## src/rtl/wired_bus_resolver.sv

```systemverilog
// Resolves N open-drain style drivers onto one bus level (wired-AND or wired-OR),
// glitch-filters the result, and keeps driver-conflict statistics.
module wired_bus_resolver #(
  parameter int N     = 4,
  parameter int MODE  = 0,
  parameter int FILT  = 3,
  parameter int CNT_W = 8
) (
  input  logic             clk,
  input  logic             rst_n,
  input  logic [N-1:0]     drv_en,
  input  logic [N-1:0]     drv_val,
  input  logic             clr,
  output logic             bus_raw,
  output logic             bus_q,
  output logic             changed,
  output logic             conflict,
  output logic [CNT_W-1:0] conflict_cnt,
  output logic             conflict_sticky
);

  // Idle level is the pulled level: high for wired-AND, low for wired-OR.
  localparam logic             IDLE      = (MODE == 0) ? 1'b1 : 1'b0;
  localparam logic [3:0]       FILT_LAST = 4'(FILT - 1);
  localparam logic [CNT_W-1:0] CNT_MAX   = {CNT_W{1'b1}};

  logic       any_one;
  logic       any_zero;
  logic [3:0] filt_cnt;

  // Only enabled channels participate; an idle bus sees neither a one nor a zero.
  assign any_one  = |(drv_en & drv_val);
  assign any_zero = |(drv_en & ~drv_val);

  always_comb begin
    bus_raw = IDLE;
    if (MODE == 0) begin
      bus_raw = ~any_zero;
    end else begin
      bus_raw = any_one;
    end
  end

  assign conflict = any_one & any_zero;

  // Filter: bus_q adopts bus_raw only after FILT consecutive differing cycles.
  always_ff @(posedge clk or negedge rst_n) begin
    if (!rst_n) begin
      bus_q    <= IDLE;
      changed  <= 1'b0;
      filt_cnt <= 4'd0;
    end else begin
      changed <= 1'b0;
      if (bus_raw != bus_q) begin
        if (filt_cnt == FILT_LAST) begin
          bus_q    <= bus_raw;
          changed  <= 1'b1;
          filt_cnt <= 4'd0;
        end else begin
          filt_cnt <= filt_cnt + 4'd1;
        end
      end else begin
        filt_cnt <= 4'd0;
      end
    end
  end

  // clr wins over a conflict on the same edge.
  always_ff @(posedge clk or negedge rst_n) begin
    if (!rst_n) begin
      conflict_cnt    <= '0;
      conflict_sticky <= 1'b0;
    end else if (clr) begin
      conflict_cnt    <= '0;
      conflict_sticky <= 1'b0;
    end else if (conflict) begin
      conflict_sticky <= 1'b1;
      if (conflict_cnt != CNT_MAX) begin
        conflict_cnt <= conflict_cnt + 1'b1;
      end
    end
  end

endmodule

```

## config.mk

```make
export PLATFORM = sky130hd
export DESIGN_NAME = wired_bus_resolver
export DESIGN_NICKNAME = d
export VERILOG_FILES = /design/src/rtl/wired_bus_resolver.sv
export SDC_FILE = /design/constraint.sdc
export NUM_CORES = 1
export LEC_CHECK = 0
export CORE_MARGIN = 8
export CORE_UTILIZATION = 53
export DETAILED_ROUTE_END_ITERATION = 8
export DONT_BUFFER_PORTS = 1
export PLACE_DENSITY_LB_ADDON = 0.3
export SYNTH_ARGS = -nofsm -noshare
export SYNTH_HDL_FRONTEND = slang
export SYNTH_SLANG_ARGS = --single-unit
```

## constraint.sdc

```tcl
create_clock -name clk -period 1.6 [get_ports clk]
set_input_delay 0.08 -clock clk [delete_from_list [all_inputs] [get_ports clk]]
set_output_delay 0.08 -clock clk [all_outputs]
set_load 0.01 [all_outputs]
```

==> qor.yml, run 1 <==
global_routing:
  antenna_found_initial: 0
  grt.overflow.total: 0
  grt_pass1_vias: 696
  grt_pass1_wl_um: 2950
  grt_use_total_pct: 13.7
  grt_max_degree: 16
sta:
  rsz0062_at_grt: "false"
  min_period_over_period_pct: 96.8
  tightest_slew_ps: 678
  hold_viol_final: 0
  setup_viol: 0
  final.setup.worst_slack_ps: 51.3
  skew_ps: 8.63
  fin_crit_ps: 1550
  slew_headroom_pct: 54.7
  slew_violations: 0
  tns_ps: 0
  holdWs_ps: 115
  max_freq_mhz: 646
final_layout:
  drive_gt1_share_pct: 26.6
  nNetsFinal: 109
  fill_cells: 121
  design_area_um2: 950
  fin_util_pct: 65.3
  final_cells: 110
  area_growth_syn_to_layout_pct: 20.5
  n_antenna_cell: 0
logic_synthesis:
  ys_warn_count: 0
  ys_seq_elements: 15
  ys_types: 25
  syn_area_um2: 788
  synth_cells: 79
  ys_seq_area_share_pct: 47.8
  post_synth.cell_area_avg_um2: 9.98
  synth.net_count: 93
power_and_ir_drop:
  p_total_mw: 0.927
  leakage_nw: 0.456
  vdd_ir_drop_max_uv: 505
  power_density_mw_per_mm2: 976
cts:
  cts_buffers: 3
  cts_tree: "built"
  max-clock-path-buffers: 2
  cts_sinks: 15
  clk_latency_ps: 290
  cts_root_buf: "clkbuf_4"
  ctsHtreeMaxLevel: 1
  clkTransAtPathRegs_ps: 90
placement:
  dpl.cell_count: 102
  port_buffers: 0
  post_dp_cell_area_um2: 871
  pre_cts_slack_ps: -3.42
  gp_congestion: 0.806
  hpwlAfterDp_um: 1340
setup_path:
  startpoint: "conflict_cnt[0]"
  endpoint: "conflict_cnt[4]"
  crit_required_ps: 1810
  endpoint_kind: "flop"
  worst_setup_path_start_kind: "flop"
  worst-r2r-cell-count: 6
  worstSetupPathType: "flop to flop"
  crit_fanout: 6
  r2r_end: "conflict_cnt[4]"
  reg2reg_from: "conflict_cnt[0]"
  crit_arrival_ps: 1760
  regToRegSetupSlack_ps: 50
floorplanning:
  io_pins: 24
  dieWidth_um: 54.6
  rows: 14
  fp.dieH_um: 54.6
  core_area_mm2: 0.00145
  die_area_mm2: 0.00298
  initial_core_util_pct: 54.2
routing:
  avgRoutedWirePerCell_um: 15.8
  drt-pass1-iter-count: 4
  drc: 0
  via_per_inst: 5.75
  final_antenna_net_count: 0
  drtIter0Drc: 17
  vias: 632
  routed_wl_um: 1740
status:
  status: "finished, final reports clean"
min_path:
  hold_class: "input pin to flop"
job:
  max-cap-violations: 0
[synthesized netlist by cell type]
cell	number	share of area, %
o2111ai_4	1	3.3
nand4_1	3	2.4
o21ai_0	5	3.2
and2_1	1	0.79
nand3_1	4	2.5
nand3_4	1	2.2
nand2b_1	4	3.2
mux2i_1	1	1.3
ha_1	3	4.8
mux2_2	1	1.4
inv_1	3	1.4
nor2b_1	1	0.79
dfrtp_1	14	44
and4_1	1	1.1
a21oi_1	3	1.9
inv_2	1	0.48
or3_1	4	3.2
xnor2_1	1	1.1
and3_1	2	1.6
xor2_1	5	5.6
nand2_1	4	1.9
nor2_1	12	5.7
dfstp_2	1	3.3
a22oi_1	2	1.9
buf_1	1	0.48
[flip-flops by register name, summed over array words and instances, names as in the netlist]
register and cells:
changed 1, conflict_cnt 8, bus_q 1, filt_cnt 4, conflict_sticky 1
[report_power, final]
group	switching (mW)	total (mW)	internal, mW
logic	0.128	0.224	0.0957
registers	0.0484	0.488	0.439
clock network	0.122	0.215	0.0929
total	0.299	0.927	0.628
[logic make-up (layout without fill, tap and decap cells)]
kind of cell	count (synthesis)	count (layout)	share of synthesized area (%)
and+or+nand+nor	37	37	25.4
DFF	15	15	47.8
AOI/OAI and AO/OA	11	11	10.3
xor gates and xnor gates	6	6	6.67
buffers and inverters	5	20	2.38
adders and majority gates	3	3	4.76
muxes	2	2	2.70
[critical path: stages (launching register included)]
cell	delay [ps]
dfrtp_2	410
ha_2	190
and4_4	180
nand2_4	80
nand3_4	100
or3_4	410
a21oi_2	120
[worst min path at each step]
stage          depth (start not counted)  endpoint       from  slack (ps)
4_1_cts                                3     bus_q  drv_en[2]         110
5_1_grt                                3     bus_q  drv_en[2]         140
3_3_place_gp                           0   changed      rst_n        -220
2_1_floorplan                          0   changed      rst_n        -220
3_5_place_dp                           0   changed      rst_n        -220
6_report                               3     bus_q  drv_en[2]         110
[per-layer routing]
layer | GRT usage (%) | up-vias | routed length, um
met3 | 5.43 | 5 | 126
met4 | 6.97 | 0 | 34
li1 | - | 302 | -
met2 | 26.3 | 17 | 974
met5 | 0 | - | 0
met1 | 11.8 | 308 | 599
[layout make-up]
class	count	area [um^2]	area share, %
inverter	4	15.0	1.58
clock buffer	3	22.5	2.37
multi-input combinational	59	414	43.6
timing repair buffer	12	95.1	10.0
tap	16	20.0	2.11
sequential	15	378	39.8
clock inverter	1	5.00	0.527
[placed cells by master (no fill, tap or decap)]
cell type,instances
a21oi_1,2
a21oi_2,1
a22oi_1,2
and2_1,1
and3_1,2
and4_4,1
buf_4,10
clkbuf_4,3
clkinv_2,1
dfrtp_1,13
dfrtp_2,1
dfstp_2,1
dlygate4sd3_1,2
ha_1,2
ha_2,1
inv_1,3
inv_2,1
mux2_2,1
mux2i_1,1
nand2_1,3
nand2_4,1
nand2b_1,4
nand3_1,4
nand3_4,1
nand4_1,3
nor2_1,12
nor2b_1,1
o2111ai_4,1
o21ai_0,5
or3_1,3
or3_4,1
xnor2_1,1
xor2_1,5
[repair_timing]
item | 4_1_cts | 5_1_grt
setup buffers | 1 | 1
hold endpoints to repair | 24 | 0
endpoints found under the setup margin | 2 | 3
pin swaps | 1 | 2
hold buffers | 2 | 0
gates cloned | 0 | 0
gates resized for setup | 0 | 4
(Power assumes the default switching activity.)
==> run 2, diff against run 1 <==
CORE_UTILIZATION = 59   (was 53)
clock period = 1.45 ns   (was 1.6 ns; I/O delays follow)
==> run 2 against run 1 <==
Effect of this change: the run now ends with hold timing, setup timing left; worst setup slack worse by 73 ps; sequential share of layout area is 0.74 points lower; clock-buffer cell count stayed put; flip-flop and latch count stayed put; hold slack worse by 300 ps; via count is 0.16% higher; clock skew is 2.0 ps lower; clock power is 18% higher.
==> qor.yml, run 2 (synthesized netlist as in run 1, its figures left out) <==
power_and_ir_drop:
  internal_power_mw: 0.703  # was 0.628 mW
  p_clk_share_pct: 24.0  # was 23.2%
  p_total_mw: 1.05  # was 0.927 mW
  swShare_pct: 33.3  # was 32.2%
  leakage_nw: 0.462  # was 0.456 nW
  p_comb_share_pct: 24.4  # was 24.2%
  seq_power_share_pct: 51.6  # was 52.6%
  power_density_mw_per_mm2: 1090  # was 976 mW/mm^2
  vdd_ir_drop_max_uv: 602  # was 505 uV
  p_sw_mw: 0.351  # was 0.299 mW
setup_path:
  endpoint_kind: "flop"  # unchanged
  crit_required_ps: 1680  # was 1810 ps
  crit_arrival_ps: 1700  # was 1760 ps
  worst-path-buf-inv: 0  # unchanged
  r2r_end: "conflict_cnt[6]"  # was conflict_cnt[4]
  crit_chain: "ha_4 > and4_4 > nand2_4 > nand3_4 > or3_4 > a21oi_2"  # was ha_2 > and4_4 > nand2_4 > nand3_4 > or3_4 > a21oi_2
  reg2reg_from: "conflict_cnt[1]"  # was conflict_cnt[0]
  cp_slowest_cell: "dfrtp_2"  # unchanged
  worst_setup_path_start_kind: "flop"  # unchanged
  max_stage_delay_ps: 430  # was 410 ps
  regToRegSetupSlack_ps: -20  # was 50 ps
  worst-r2r-cell-count: 6  # unchanged
  worstSetupPathType: "flop to flop"  # unchanged
  crit_fanout: 7  # was 6
  cp_top_family: "simple AND/OR/NAND/NOR gates"  # unchanged
routing:
  drtIter0Drc: 14  # was 17
  final_antenna_net_count: 0  # unchanged
  via_per_inst: 5.75  # about the same
  avgRoutedWirePerCell_um: 15.8  # about the same
  drt-pass1-iter-count: 4  # unchanged
  vias: 633  # was 632
  drc: 0  # unchanged
  routed_wl_um: 1740  # about the same
sta:
  slew_headroom_pct: 55.6  # was 54.7%
  rsz0062_at_grt: "true"  # was false
  holdWs_ps: -183  # was 115 ps
  slew_violations: 0  # unchanged
  max_freq_mhz: 679  # was 646 MHz
  skew_ps: 6.65  # was 8.63 ps
  fin_crit_ps: 1470  # was 1550 ps
  setup_viol: 3  # was 0
  tightest_slew_ps: 664  # was 678 ps
  final.setup.worst_slack_ps: -21.7  # was 51.3 ps
  tns_ps: -49.5  # was 0 ps
  min_period_over_period_pct: 101  # was 96.8%
  hold_viol_final: 8  # was 0
job:
  max-cap-violations: 0  # unchanged
placement:
  gp_congestion: 0.819  # was 0.806
  port_buffers: 0  # unchanged
  hpwlAfterDp_um: 1300  # was 1340 um
  dpl.cell_count: 104  # was 102
cts:
  cts_buffers: 3  # unchanged
  cts_root_buf: "clkbuf_4"  # unchanged
  max-clock-path-buffers: 2  # unchanged
  hold_buffers: 2  # unchanged
  clk_latency_ps: 300  # was 290 ps
  clkTransAtPathRegs_ps: 100  # was 90 ps
  cts_sinks: 15  # unchanged
  cts_tree: "built"  # unchanged
  ctsHtreeMaxLevel: 1  # unchanged
global_routing:
  grt_use_total_pct: 13.8  # was 13.7%
  grt_max_degree: 16  # unchanged
  antenna_found_initial: 0  # unchanged
  grt_pass1_vias: 688  # was 696
  grt_pass1_wl_um: 2870  # was 2950 um
  grt.overflow.total: 0  # unchanged
status:
  status: "complete, but fails checks"  # was finished, final reports clean
  violations: "hold timing, setup timing"
floorplanning:
  rows: 13  # was 14
  initial_core_util_pct: 62.1  # was 54.2%
  dieWidth_um: 52.6  # was 54.6 um
  die_area_mm2: 0.00276  # was 0.00298 mm^2
  fp.dieH_um: 52.6  # was 54.6 um
  core_area_mm2: 0.00127  # was 0.00145 mm^2
  io_pins: 24  # unchanged
final_layout:
  fill_cells: 99  # was 121
  area_growth_syn_to_layout_pct: 23.2  # was 20.5%
  layout_common_cells: "nor2_1, dfrtp_1, buf_4, xor2_1, o21ai_0"  # was dfrtp_1, nor2_1, buf_4, xor2_1, o21ai_0
  nNetsFinal: 110  # was 109
  fin_util_pct: 76.5  # was 65.3%
  final_cells: 110  # unchanged
  largest_reg_flops: 8  # unchanged
  top_register: "conflict_cnt"  # unchanged
  biggestRegsByFlops: "conflict_cnt x8, filt_cnt x4"  # unchanged
  drive_gt1_share_pct: 29.5  # was 26.6%
  n_antenna_cell: 0  # unchanged
min_path:
  hold_class: "input pin to flop"  # unchanged
  holdPathEnd: "conflict_cnt[6]"  # was bus_q
  worstHoldPathCells: 1  # was 3
  min_from: "clr"  # was drv_en[2]
run 2: area by class of cell:
cell class | instances | area (um^2) | share of cell area (%)
Multi-Input combinational cell | 59 | 428 | 44.1
Sequential cell | 15 | 379 | 39.0
Timing Repair Buffer | 13 | 103 | 10.6
Clock buffer | 3 | 22.5 | 2.32
Tap cell | 15 | 18.8 | 1.93
Inverter | 4 | 15.0 | 1.55
Clock inverter | 1 | 5.00 | 0.515
run 2: power by group through the flow:
| stage | logic, mW | registers, mW | clock network [mW] |
|---|---|---|---|
| floorplan | 0.171 | 0.554 | 0 |
| global placement | 0.231 | 0.552 | 0 |
| detailed placement | 0.243 | 0.555 | 0 |
| CTS | 0.259 | 0.546 | 0.251 |
| global route | 0.298 | 0.561 | 0.269 |
| finish | 0.257 | 0.545 | 0.253 |
run 2: per-layer routing:
metal | vias up | share of wire (%) | track usage [%]
met2 | 25 | 45 | 22.7
met4 | 0 | 2.3 | 8.19
met5 | - | 0 | 0
met3 | 5 | 13 | 5.11
met1 | 298 | 40 | 14.7
li1 | 305 | - | -
run 2: worst max path at each step:
stage	start	endpoint	cells after the start
global placement	conflict_cnt[1]	conflict_cnt[6]	6
detailed placement	conflict_cnt[1]	conflict_cnt[6]	6
global route	conflict_cnt[1]	conflict_cnt[6]	6
finish	conflict_cnt[1]	conflict_cnt[6]	6
floorplan	conflict_cnt[0]	conflict_cnt[6]	6
CTS	conflict_cnt[1]	conflict_cnt[3]	6
run 2: per-stage QoR:
stage | setup slack [ps] | area, um^2
global route | -73.4 | 971
finish | -21.7 | 971
global placement | -13.1 | 903
detailed placement | -61.3 | 903
CTS | -54.9 | 962
floorplan | -58.5 | 806
run 2: timing repair:
item | 4_1_cts | 5_1_grt
pin swaps | 3 | 2
setup buffers | 0 | 0
endpoints found under the hold margin | 24 | 8
endpoints found under the setup margin | 4 | 6
gates resized for setup | 3 | 2
==> run 3, diff against run 2 <==
clock period = 1.5 ns   (was 1.45 ns; I/O delays follow)
==> run 3 against run 2 <==
Effect of this change: the flow still finishes with violations (hold timing, setup timing); power fell by 3.7%; utilization rose by 0.49 points; via count rose by 2.1%.
==> qor.yml, run 3 (synthesized netlist as in run 1, its figures left out) <==
status:
  status: "complete, but fails checks"  # unchanged
  violations: "hold timing, setup timing"  # unchanged
sta:
  fin_crit_ps: 1500  # was 1470 ps
  hold_viol_final: 8  # unchanged
  slew_violations: 0  # unchanged
  tightest_slew_ps: 653  # was 664 ps
  rsz0062_at_grt: "true"  # unchanged
  final.setup.worst_slack_ps: -4.12  # was -21.7 ps
  setup_viol: 1  # was 3
  max_freq_mhz: 665  # was 679 MHz
  skew_ps: 0.470  # was 6.65 ps
  holdWs_ps: -164  # was -183 ps
  slew_headroom_pct: 56.3  # was 55.6%
  min_period_over_period_pct: 100  # was 101%
floorplanning:
  initial_core_util_pct: 62.1  # unchanged
  core_area_mm2: 0.00127  # unchanged
  fp.dieH_um: 52.6  # unchanged
  die_area_mm2: 0.00276  # unchanged
  io_pins: 24  # unchanged
  rows: 13  # unchanged
  dieWidth_um: 52.6  # unchanged
final_layout:
  multi_input_area_um2: 419  # was 428 um^2
  nNetsFinal: 112  # was 110
  largest_reg_flops: 8  # unchanged
  area_growth_syn_to_layout_pct: 24.0  # was 23.2%
  layout_common_cells: "buf_4, nor2_1, dfrtp_1, xor2_1, o21ai_0"  # was nor2_1, dfrtp_1, buf_4, xor2_1, o21ai_0
  top_register: "conflict_cnt"  # unchanged
  drive_gt1_share_pct: 28.9  # was 29.5%
  n_antenna_cell: 0  # unchanged
  design_area_um2: 977  # was 971 um^2
  fill_cells: 95  # was 99
  fin_util_pct: 77.0  # was 76.5%
  layout_commonest_cell: "buf_4"
  biggestRegsByFlops: "conflict_cnt x8, filt_cnt x4"  # unchanged
  regArea_um2: 379  # unchanged
cts:
  cts_root_buf: "clkbuf_4"  # unchanged
  ctsHtreeMaxLevel: 1  # unchanged
  cts_buffers: 3  # unchanged
  hold_buffers: 2  # unchanged
  clk_latency_ps: 280  # was 300 ps
  max-clock-path-buffers: 2  # unchanged
  cts_tree: "built"  # unchanged
  cts_sinks: 15  # unchanged
  clkTransAtPathRegs_ps: 90  # was 100 ps
power_and_ir_drop:
  vdd_ir_drop_max_uv: 753  # was 602 uV
  internal_power_mw: 0.681  # was 0.703 mW
  seq_power_share_pct: 51.9  # was 51.6%
  p_sw_mw: 0.335  # was 0.351 mW
  leakage_nw: 0.468  # was 0.462 nW
  swShare_pct: 33.0  # was 33.3%
  power_density_mw_per_mm2: 1040  # was 1090 mW/mm^2
  p_comb_share_pct: 25.1  # was 24.4%
  p_total_mw: 1.02  # was 1.05 mW
  p_clk_share_pct: 23.0  # was 24.0%
placement:
  port_buffers: 0  # unchanged
  hpwlAfterDp_um: 1340  # was 1300 um
  gp_congestion: 0.822  # was 0.819
  post_dp_cell_area_um2: 896  # was 903 um^2
global_routing:
  antenna_found_initial: 0  # unchanged
  grt.overflow.total: 0  # unchanged
  grt_pass1_vias: 655  # was 688
  grt_use_total_pct: 13.5  # was 13.8%
  grt_pass1_wl_um: 2820  # was 2870 um
  grt_max_degree: 16  # unchanged
routing:
  routed_wl_um: 1810  # was 1740 um
  drt-pass1-iter-count: 4  # unchanged
  final_antenna_net_count: 0  # unchanged
  avgRoutedWirePerCell_um: 16.1  # was 15.8 um
  via_per_inst: 5.77  # was 5.75
  vias: 646  # was 633
  drtIter0Drc: 12  # was 14
  drc: 0  # unchanged
setup_path:
  max_stage_delay_ps: 430  # about the same
  crit_fanout: 7  # unchanged
  crit_required_ps: 1720  # was 1680 ps
  crit_chain: "ha_4 > and4_4 > nand2_4 > nand3_4 > or3_1 > a21oi_2"  # was ha_4 > and4_4 > nand2_4 > nand3_4 > or3_4 > a21oi_2
  cp_slowest_cell: "dfrtp_2"  # unchanged
  regToRegSetupSlack_ps: -4  # was -20 ps
  worst-path-buf-inv: 0  # unchanged
  worst_setup_path_start_kind: "flop"  # unchanged
  cp_top_family: "simple AND/OR/NAND/NOR gates"  # unchanged
  crit_arrival_ps: 1720  # was 1700 ps
  worstSetupPathType: "flop to flop"  # unchanged
  endpoint_kind: "flop"  # unchanged
min_path:
  hold_class: "input pin to flop"  # unchanged
job:
  max-cap-violations: 0  # unchanged
run 3: worst paths after layout:
kind	from	to	cells past startpoint
min in group asynchronous	rst_n	conflict_cnt[1]	1
worst max-delay path	conflict_cnt[1]	conflict_cnt[6]	6
max in group asynchronous	rst_n	conflict_cnt[0]	1
worst min register to register	filt_cnt[0]	filt_cnt[0]	1
worst max register to register	conflict_cnt[1]	conflict_cnt[6]	6
worst min-delay path	clr	conflict_cnt[3]	1
run 3: repair_timing:
| action | 4_1_cts | 5_1_grt |
|---|---|---|
| pin swaps | 1 | 1 |
| gates resized for setup | 0 | 3 |
| setup buffers | 1 | 2 |
| hold endpoints to repair | 24 | 8 |
| setup endpoints to repair | 2 | 4 |
run 3: cell type report:
type / instances / share of cell area, %
multi-input cells: 59 / 42.9
flip-flops and latches: 15 / 38.8
repair buffers: 15 / 12.0
clock buffers: 3 / 2.30
well taps: 15 / 1.92
inverters: 4 / 1.54
clock inverters: 1 / 0.512
run 3: routing by layer:
metal	track usage (%)	vias to the layer above	share of wire [%]
met3	6.25	5	13
met5	0	-	0
li1	-	307	-
met1	14.7	302	40
met4	5.17	0	1.3
met2	22.3	32	46
run 3: worst register-to-register path, cell delays in order, from the launching register on:
cell and delay [ps]:
dfrtp_2 430, ha_4 160, and4_4 170, nand2_4 70
nand3_4 100, or3_1 360, a21oi_2 140
run 3: power by group through the flow:
stage	clock, mW	combinational, mW	sequential (mW)
finish	0.233	0.255	0.528
global route	0.257	0.293	0.541
CTS	0.234	0.248	0.530
detailed placement	0	0.231	0.538
global placement	0	0.220	0.533
floorplan	0	0.165	0.536
run 3: through the flow:
step / hold slack [ps] / TNS, ps / cells / worst slack [ps]
after floorplan: -221 / -17.0 / 79 / -8.50
after global placement: -220 / 0 / 103 / 29.8
after detailed placement: -220 / 0 / 103 / 4.47
after CTS: -164 / -4.40 / 110 / -4.40
after global routing: -181 / -94.4 / 112 / -64.3
final: -164 / -4.12 / 112 / -4.12
